## src/rtl/cdc_arb_pkg.sv

```systemverilog
// Shared types and helpers for the CDC transmit arbiter and its round-robin picker.
// No logic and no latency; pure declarations.
package cdc_arb_pkg;

    typedef enum logic [1:0] {
        IDLE,
        LAUNCH,
        WAIT_BUSY,
        WAIT_DONE
    } cdc_arb_state_e;

    function automatic int id_width(input int n);
        return (n < 2) ? 1 : $clog2(n);
    endfunction

endpackage

```

## src/rtl/rr_arbiter.sv

```systemverilog
// Combinational round-robin picker: the search starts one past last_grant and wraps at N.
// Zero latency; it never stalls and simply reports any=0 when nothing requests.
module rr_arbiter
    import cdc_arb_pkg::*;
#(
    parameter  int N  = 4,
    localparam int IW = id_width(N)
) (
    input  logic [N-1:0]  req,
    input  logic [IW-1:0] last_grant,
    output logic [N-1:0]  gnt_onehot,
    output logic [IW-1:0] gnt_id,
    output logic          any
);

    logic [IW:0]   sum;
    logic [IW-1:0] idx;

    always_comb begin
        gnt_onehot = '0;
        gnt_id     = '0;
        any        = 1'b0;
        sum        = '0;
        idx        = '0;
        for (int i = 1; i <= N; i++) begin
            // One extra bit keeps last_grant+i from overflowing before the wrap.
            sum = {1'b0, last_grant} + (IW+1)'(i);
            if (sum >= (IW+1)'(N)) begin
                sum = sum - (IW+1)'(N);
            end
            idx = sum[IW-1:0];
            if (!any && req[idx]) begin
                any             = 1'b1;
                gnt_onehot[idx] = 1'b1;
                gnt_id          = idx;
            end
        end
    end

endmodule

```

## src/rtl/cdc_tx_arbiter.sv

```systemverilog
// Shares one handshake synchronizer among NUM_REQ requesters: round-robin pick, one-cycle launch, busy tracking.
// Request-to-launch latency is 1 cycle; the block waits while sync_busy_i is high and times out if busy never rises.
module cdc_tx_arbiter
    import cdc_arb_pkg::*;
#(
    parameter  int NUM_REQ      = 4,
    parameter  int DATA_WIDTH   = 32,
    parameter  int BUSY_TIMEOUT = 15,
    localparam int ID_WIDTH     = id_width(NUM_REQ)
) (
    input  logic                           clk_i,
    input  logic                           reset_i,
    input  logic [NUM_REQ-1:0]             req_valid_i,
    input  logic [NUM_REQ*DATA_WIDTH-1:0]  req_data_i,
    output logic [NUM_REQ-1:0]             req_ack_o,
    input  logic                           sync_busy_i,
    output logic                           sync_valid_o,
    output logic [ID_WIDTH+DATA_WIDTH-1:0] sync_data_o,
    output logic                           timeout_o
);

    localparam int                   CNT_WIDTH = $clog2(BUSY_TIMEOUT + 1);
    localparam logic [CNT_WIDTH-1:0] CNT_LAST  = CNT_WIDTH'(BUSY_TIMEOUT - 1);

    cdc_arb_state_e                 state_q, state_d;
    logic [ID_WIDTH-1:0]            last_grant_q, last_grant_d;
    logic [CNT_WIDTH-1:0]           cnt_q, cnt_d;
    logic                           sync_valid_q, sync_valid_d;
    logic [ID_WIDTH+DATA_WIDTH-1:0] sync_data_q, sync_data_d;
    logic [NUM_REQ-1:0]             req_ack_q, req_ack_d;
    logic                           timeout_q, timeout_d;

    logic [NUM_REQ-1:0]    gnt_onehot;
    logic [ID_WIDTH-1:0]   gnt_id;
    logic                  gnt_any;
    logic [DATA_WIDTH-1:0] win_payload;

    rr_arbiter #(.N(NUM_REQ)) u_rr (
        .req        (req_valid_i),
        .last_grant (last_grant_q),
        .gnt_onehot (gnt_onehot),
        .gnt_id     (gnt_id),
        .any        (gnt_any)
    );

    always_comb begin
        win_payload = '0;
        for (int k = 0; k < NUM_REQ; k++) begin
            if (gnt_onehot[k]) begin
                win_payload = win_payload | req_data_i[k*DATA_WIDTH +: DATA_WIDTH];
            end
        end
    end

    always_comb begin
        state_d      = state_q;
        last_grant_d = last_grant_q;
        cnt_d        = cnt_q;
        sync_valid_d = 1'b0;
        sync_data_d  = sync_data_q;
        req_ack_d    = '0;
        timeout_d    = 1'b0;
        case (state_q)
            IDLE: begin
                if (gnt_any && !sync_busy_i) begin
                    sync_data_d  = {gnt_id, win_payload};
                    last_grant_d = gnt_id;
                    sync_valid_d = 1'b1;
                    req_ack_d    = gnt_onehot;
                    state_d      = LAUNCH;
                end
            end
            LAUNCH: begin
                cnt_d   = '0;
                state_d = WAIT_BUSY;
            end
            WAIT_BUSY: begin
                if (sync_busy_i) begin
                    state_d = WAIT_DONE;
                end else begin
                    cnt_d = cnt_q + 1'b1;
                    // Registered pulse lands BUSY_TIMEOUT+1 cycles after the launch cycle.
                    if (cnt_q == CNT_LAST) begin
                        timeout_d = 1'b1;
                        state_d   = IDLE;
                    end
                end
            end
            WAIT_DONE: begin
                if (!sync_busy_i) begin
                    state_d = IDLE;
                end
            end
            default: state_d = IDLE;
        endcase
    end

    always_ff @(posedge clk_i) begin
        if (reset_i) begin
            state_q      <= IDLE;
            last_grant_q <= ID_WIDTH'(NUM_REQ - 1);
            cnt_q        <= '0;
            sync_valid_q <= 1'b0;
            sync_data_q  <= '0;
            req_ack_q    <= '0;
            timeout_q    <= 1'b0;
        end else begin
            state_q      <= state_d;
            last_grant_q <= last_grant_d;
            cnt_q        <= cnt_d;
            sync_valid_q <= sync_valid_d;
            sync_data_q  <= sync_data_d;
            req_ack_q    <= req_ack_d;
            timeout_q    <= timeout_d;
        end
    end

    assign sync_valid_o = sync_valid_q;
    assign sync_data_o  = sync_data_q;
    assign req_ack_o    = req_ack_q;
    assign timeout_o    = timeout_q;

endmodule

```

## config.mk

```make
export PLATFORM = sky130hd
export DESIGN_NAME = cdc_tx_arbiter
export DESIGN_NICKNAME = d
export VERILOG_FILES = /design/src/rtl/cdc_arb_pkg.sv /design/src/rtl/rr_arbiter.sv /design/src/rtl/cdc_tx_arbiter.sv
export SDC_FILE = /design/constraint.sdc
export NUM_CORES = 1
export LEC_CHECK = 0
export BUFFER_PORTS_ARGS = -buffer_cell sky130_fd_sc_hd__clkbuf_2
export CORE_MARGIN = 8
export CORE_UTILIZATION = 52
export DETAILED_ROUTE_END_ITERATION = 16
export PLACE_DENSITY = 0.87
export SYNTH_ARGS = -nofsm -noshare
export SYNTH_HDL_FRONTEND = slang
export SYNTH_SLANG_ARGS = --single-unit
```

## constraint.sdc

```tcl
create_clock -name clk_i -period 5.3 [get_ports clk_i]
set_input_delay 0.53 -clock clk_i [delete_from_list [all_inputs] [get_ports clk_i]]
set_output_delay 0.53 -clock clk_i [all_outputs]
set_load 0.005 [all_outputs]
```

; ---- After elaboration in Yosys (flattened, before gate mapping)
; Cells that the tools add are included.
[op_classes]
n_addsub = 9
multipliers = 0
n_div = 0
n_lt_le_gt_ge = 12
n_eq_ne = 8
shift = 0
mux = 45
n_bitwise = 9
n_reduce_logical = 20
[ops]
columns = cell, n
row1 = 32-bit 2-to-1 mux, 4
row2 = 32-bit bitwise OR, 3
row3 = 2-bit 2-to-1 mux, 12
row4 = 4-bit 2-to-1 mux, 5
row5 = 1-bit 2-to-1 mux, 14
row6 = 3-bit >= comparator (second input constant), 4
row7 = 2-bit by 3-bit less-than comparator with 1-bit output (second input constant), 4
row8 = 4-bit bitwise OR, 3
row9 = 1-bit binary-select mux with 2-bit select, 4
row10 = 1-bit demux with 2-bit select, 4
row11 = 2-bit by 1-bit >= comparator with 1-bit output (second input constant), 4
row12 = 1-bit logical AND, 8
row13 = 2-bit case mux with 4 select lines, 1
row14 = 4-bit case mux with 2 select lines, 1
row15 = 2-bit by 1-bit subtractor with 2-bit output (second input constant), 4
row16 = 2-bit by 2-bit adder with 3-bit output (second input constant), 2
row17 = 2-bit != test (second input constant), 3
row18 = 3-bit OR reduction, 2
row19 = 4-bit by 1-bit adder with 4-bit output (second input constant), 1
row20 = 2-bit equality test (second input constant), 2
row21 = 4-bit equality test (second input constant), 1
row22 = 1-bit zero test, 4
row23 = 2-bit AND reduction, 2
row24 = 2-bit by 1-bit adder with 3-bit output (second input constant), 1
row25 = other kinds (8), 10
[word_totals]
reg_bits = 48
latch_bits = 0
mem_bits_rw = 0
mem_bits_ro = 0
inputBits = 135
elab_cells = 110
memories = 0

; ---- Logic depth before layout (Yosys ltp)
[depth]
depth_word = 22
depth_mapped = 11
mapped_depth_nobuf = 8

; ---- Hierarchy
; A second synthesis with hierarchy kept.
[unflattened]
cells_unflattened = 323
area_unflattened_um2 = 2942.8
[modules_own_cells]
columns = module, instances, cells_per_inst, area_each_um2, seq_area_each_um2
row1 = cdc_tx_arbiter, 1, 255, 2417.3, 960.9
row2 = rr_arbiter, 1, 68, 525.5, 0.0

; ---- Worst setup path before layout
; Ideal clock, no wire load.
[synth_path]
path_type = flip-flop to flip-flop
startpoint = register last_grant_q[0]
endpoint = register sync_data_q[14], in the netlist sync_data_o[14]
setup_ns = 0.088
arrival_ns = 2.614
slack_ns = 2.597
stages_incl_launch_ff = 12
path_buffers = 3
path_cell_list = dfxtp_1 > buf_2 > inv_2 > ha_1 > buf_2 > or3b_1 > a211o_1 > a21boi_4 > buf_6 > a21oi_1 > and4_1 > a311oi_2
[synth_between]
elab_chain_len = 22
elab_cells_between_ends = 70
classes_between = add/sub (8) / order compare (12) / mux (32) / bitwise (6) / reduce/logical (12)
[synth_lines]
columns = item, line
row1 = from (decl), cdc_tx_arbiter.sv:26  ; logic [ID_WIDTH-1:0] last_grant_q, last_grant_d;
row2 = from (signal assigned), cdc_tx_arbiter.sv:101  ; last_grant_q <= ID_WIDTH'(NUM_REQ - 1);
row3 = from (signal assigned), cdc_tx_arbiter.sv:109  ; last_grant_q <= last_grant_d;
row4 = "parallel branches: the longest is 22 deep, another holds 2-bit by 1-bit adder with 3-bit output", --
row5 = to (signal assigned), cdc_tx_arbiter.sv:112  ; sync_data_q <= sync_data_d;
row6 = to (decl), cdc_tx_arbiter.sv:29  ; logic [ID_WIDTH+DATA_WIDTH-1:0] sync_data_q, sync_data_d;
; Several ways; the timed one is not identified. The select of a mux whose other input is x is not followed.
; A chain may end at the register's enable or synchronous reset.

; ---- Worst setup path in the final report
[layout_path]
startpoint = register last_grant_q[0]
endpoint = register sync_data_q[17], in the netlist sync_data_o[17]
; Same word-level chain as after synthesis.

==> results_tabular.tex <==
\begin{tabular}{lr}
\hline
Metric & Value \\
\hline
\multicolumn{2}{l}{\textbf{Logic synthesis}} \\
Count of mapped cells out of synthesis & 505 \\
Number of nets produced by synthesis & 649 \\
Synthesis-stage register bit count & 48 \\
Dominant synthesized flop cell & dfxtp\_1 \\
Mapped cell area & 3958 um2 \\
Fraction of the yosys area taken by sequential cells & 24.28\% \\
Number of enable flip-flop cells after synthesis & 0 \\
Warnings, synthesis & 0 \\
Proportion of synthesized flip-flops having asynchronous set or reset & 0\% \\
Count of distinct cell types in the synthesized netlist & 49 \\
Synthesized area divided by synthesized cell count & 7.837 um2 \\
\multicolumn{2}{l}{\textbf{GRT}} \\
Total overflow reported by the global router & 0 \\
GR Layer Usage met3 & 7.631\% \\
Wire length of the first global-routing pass & 22.53 mm \\
Met1 track utilization from global routing & 30.46\% \\
GR Util All Layers & between 20\% and 30\% \\
Met2 layer usage reported by global route & 43.37\% \\
GR peak layer & met2 \\
Largest net degree at the start of global routing & 45 \\
Antenna violations before repair & 0 \\
Number of global-route vias before repair & 4943 \\
\multicolumn{2}{l}{\textbf{STA}} \\
Final Max Slew Viols & 0 \\
Setup TNS & 0 ns \\
Smallest setup slack after layout & 1.605 ns \\
Max Fclk & 270.6 MHz \\
Rel. slew slack & between 10\% and 20\% \\
Final min period & 3.695 ns \\
Final period utilization & 69.72\% \\
Final setup skew & between 0.006 and 0.007 ns \\
Final hold violation count & 0 \\
Count of endpoints failing setup in the final report & 0 \\
Unrepaired setup endpoints after global routing & no \\
Slew at the pin with the worst max-slew slack & around 1.3 ns \\
\multicolumn{2}{l}{\textbf{Min path}} \\
Hold-critical path endpoint & sync\_data\_o[32] \\
Worst Hold Path Cells & 2 \\
Worst hold-check path type & register to register \\
Hold path startpoint & sync\_data\_o[32] \\
\multicolumn{2}{l}{\textbf{Flow run}} \\
Maximum Capacitance Violations & 0 \\
\multicolumn{2}{l}{\textbf{Drt}} \\
Via count & 5012 \\
Final routed wire length divided by cell count & 19.66 um \\
Drt first-iter violations & between 600 and 700 \\
Total detailed-routing wirelength & 14.53 mm \\
Antenna-violating nets left & 0 \\
Post-detailed-route DRC marker count & 0 \\
Via density per instance & a little under 7 \\
Number of optimization iterations in the first detailed-route pass & 8 \\
\multicolumn{2}{l}{\textbf{Floorplan}} \\
Die Area & 10660 um2 \\
I/O pin cnt & 175 \\
Placement row count & 32 \\
Die Width & 103.2 um \\
Initial core utilization & 52.30\% \\
Die span in y & 103.2 um \\
Core area & approximately 7600 um2 \\
\multicolumn{2}{l}{\textbf{Placement}} \\
DP HPWL & 10.26 mm \\
Minimum setup slack after placement & 1.724 ns \\
Count of buffers from port buffering & 174 \\
GP Congestion & 0.9989 \\
\multicolumn{2}{l}{\textbf{Clock tree}} \\
Number of buffers inserted by hold repair at cts & 0 \\
Clock tree sinks & 48 \\
Post-CTS sizing & 0 \\
Clk slew on worst S/H paths & 0.09 ns \\
CTS tree & built \\
Clock root cell & clkbuf\_8 \\
Clock buffer depth & 2 \\
Count of buffers added by post-CTS timing repair for setup & 0 \\
H-Tree Depth & 2 \\
Clock insertion delay at the later pin of the skew report & 0.31 ns \\
Number of clock buffers inserted by TritonCTS & 5 \\
\multicolumn{2}{l}{\textbf{Setup path}} \\
Worst path buffer plus inverter count & 1 \\
Worst R2R Start & last\_grant\_q[0] \\
Number of gates on the worst path with buffers counted & 8 \\
Reg-to-reg slack, setup & 1.60 ns \\
Critical Path End Type & register \\
Start-to-end type of the worst setup path & register to register \\
Worst setup SP type & register \\
List of cells traversed by the critical path & inv\_2 > ha\_1 > mux2i\_1 > mux2i\_1 > and2\_1 > o21ai\_0 > and4\_1 > a311oi\_2 \\
Required time of the worst setup path & 5.51 ns \\
Capture instance of the worst register-to-register path & sync\_data\_o[17] \\
CP most frequent cell & mux2i\_1 \\
Maximum single-stage delay on the critical path & 1.04 ns \\
Cell with the largest stage delay on the worst path & and2\_1 \\
Delay-heaviest family, CP & simple AND/OR/NAND/NOR gates \\
Worst Reg-to-Reg Cells & 8 \\
Maximum fanout along the worst path & 33 \\
Data arrival time of the worst path & 3.91 ns \\
\multicolumn{2}{l}{\textbf{Pwr}} \\
Pwr Density & 248.8 nW/um2 \\
Overall power consumption & 0.001193 W \\
Leakage power of the design & just under 2 nW \\
VDD IR max & approximately 130 uV \\
\multicolumn{2}{l}{\textbf{Final layout}} \\
Antenna cell count & 0 \\
Fraction of layout cells with a size suffix above 1 & 33.44\% \\
Layout Nets & 780 \\
Synthesis-to-layout area growth & 21.21\% \\
\multicolumn{2}{l}{\textbf{Status}} \\
Outcome & completed \\
\hline
\end{tabular}
## registers in the layout, indices dropped and copies added, names as in the netlist
signal and flops:
cnt_q 4, state_q 2, timeout_o 1, last_grant_q 2
req_ack_o 4, sync_data_o 34, sync_valid_o 1
## worst max path at each step
stage | start | slack [ns] | end
after floorplan | last_grant_q[0] | 2.60 | sync_data_o[14]
after CTS | last_grant_q[0] | 1.72 | sync_data_o[2]
after global placement | last_grant_q[1] | 1.95 | sync_data_o[10]
after global routing | last_grant_q[1] | 1.33 | sync_data_o[22]
after detailed placement | last_grant_q[1] | 1.72 | sync_data_o[2]
final | last_grant_q[0] | 1.60 | sync_data_o[17]
## stage by stage
step                      hold WS (ns)  utilization, %  instances  area [um2]
after detailed placement        0.4611           61.92        731        4686
after global routing            0.4816           63.39        739        4797
final                           0.4708           63.39        739        4797
after CTS                       0.4681           63.39        739        4797
after global placement          0.4587           61.92        731        4686
after floorplan                 0.4527               -        505        3958
## power by group
group / switching [W] / internal (W)
combinational: 0.000285 / 0.000203
clock: 0.000130 / 0.000140
sequential: 0.0000336 / 0.000402
total: 0.000448 / 0.000745
## synth_stat cells (2+ instances only)
cell type	instances	share of area (%)
o21ai_0	100	13
dfxtp_1	48	24
a21oi_1	43	5.4
nor2_1	42	4.0
nand2_1	40	3.8
a222oi_1	32	8.1
and4_1	32	7.1
clkbuf_1	31	2.9
a311oi_1	19	4.2
a311oi_2	13	4.9
buf_6	13	3.7
ha_1	9	2.8
nand3_1	8	1.0
inv_1	7	0.66
buf_2	6	0.76
and2_1	4	0.63
buf_4	4	0.76
a211o_1	3	0.66
a21boi_1	3	0.57
a22o_4	3	1.3
mux2i_1	3	0.76
nand3b_1	3	0.57
o31a_1	3	0.66
or3b_1	3	0.66
a21o_1	2	0.38
a22oi_1	2	0.38
a31oi_1	2	0.32
mux2_2	2	0.57
nand4_1	2	0.32
nor3_1	2	0.25
nor4_1	2	0.32
o22ai_1	2	0.32
## logic make-up (layout without fill, tap and decap cells)
kind of cell               after synthesis  after routing  synth area share (%)
and+or+nand+nor                        143            143                 19.66
muxes                                    5              5                 1.328
AOI/OAI and AO/OA                      238            238                 42.97
adders and majority gates                9              9                 2.845
buffers and inverters                   62            194                 8.916
DFF                                     48             48                 24.28
## cell usage in the layout (no fill, tap or decap), drive strengths merged, types with 4 or more instances in the layout
master / count
nand2: 40
buf: 4
clkbuf: 179
a222oi: 32
a311oi: 32
and4: 32
nor2: 42
ha: 9
nand3: 9
a211o: 4
and2: 4
inv: 8
o21ai: 100
a21boi: 5
dfxtp: 48
a21oi: 43
## metal layers
layer  wire, um  part of all wire [%]
met1       5453                    38
met2       6927                    48
met3       1838                    13
met4        308                   2.1
met5          0                     0
## worst min-delay path: cells and delay by family, from the launching register on
family | cells | cell delay, ns
AO/OA/AOI/OAI | 1 | 0.05
flip-flops | 1 | 0.33
AND/OR/NAND/NOR | 1 | 0.05
## layout make-up
class	instances	area, um2
clock buffers	5	68.82
clock inverters	3	42.54
fillers	653	2770
inverters	8	30.03
multi-input cells	395	2666
flip-flops and latches	48	960.9
well taps	102	127.6
repair buffers	178	900.9
Note: power is estimated with default switching activity, not from simulation.
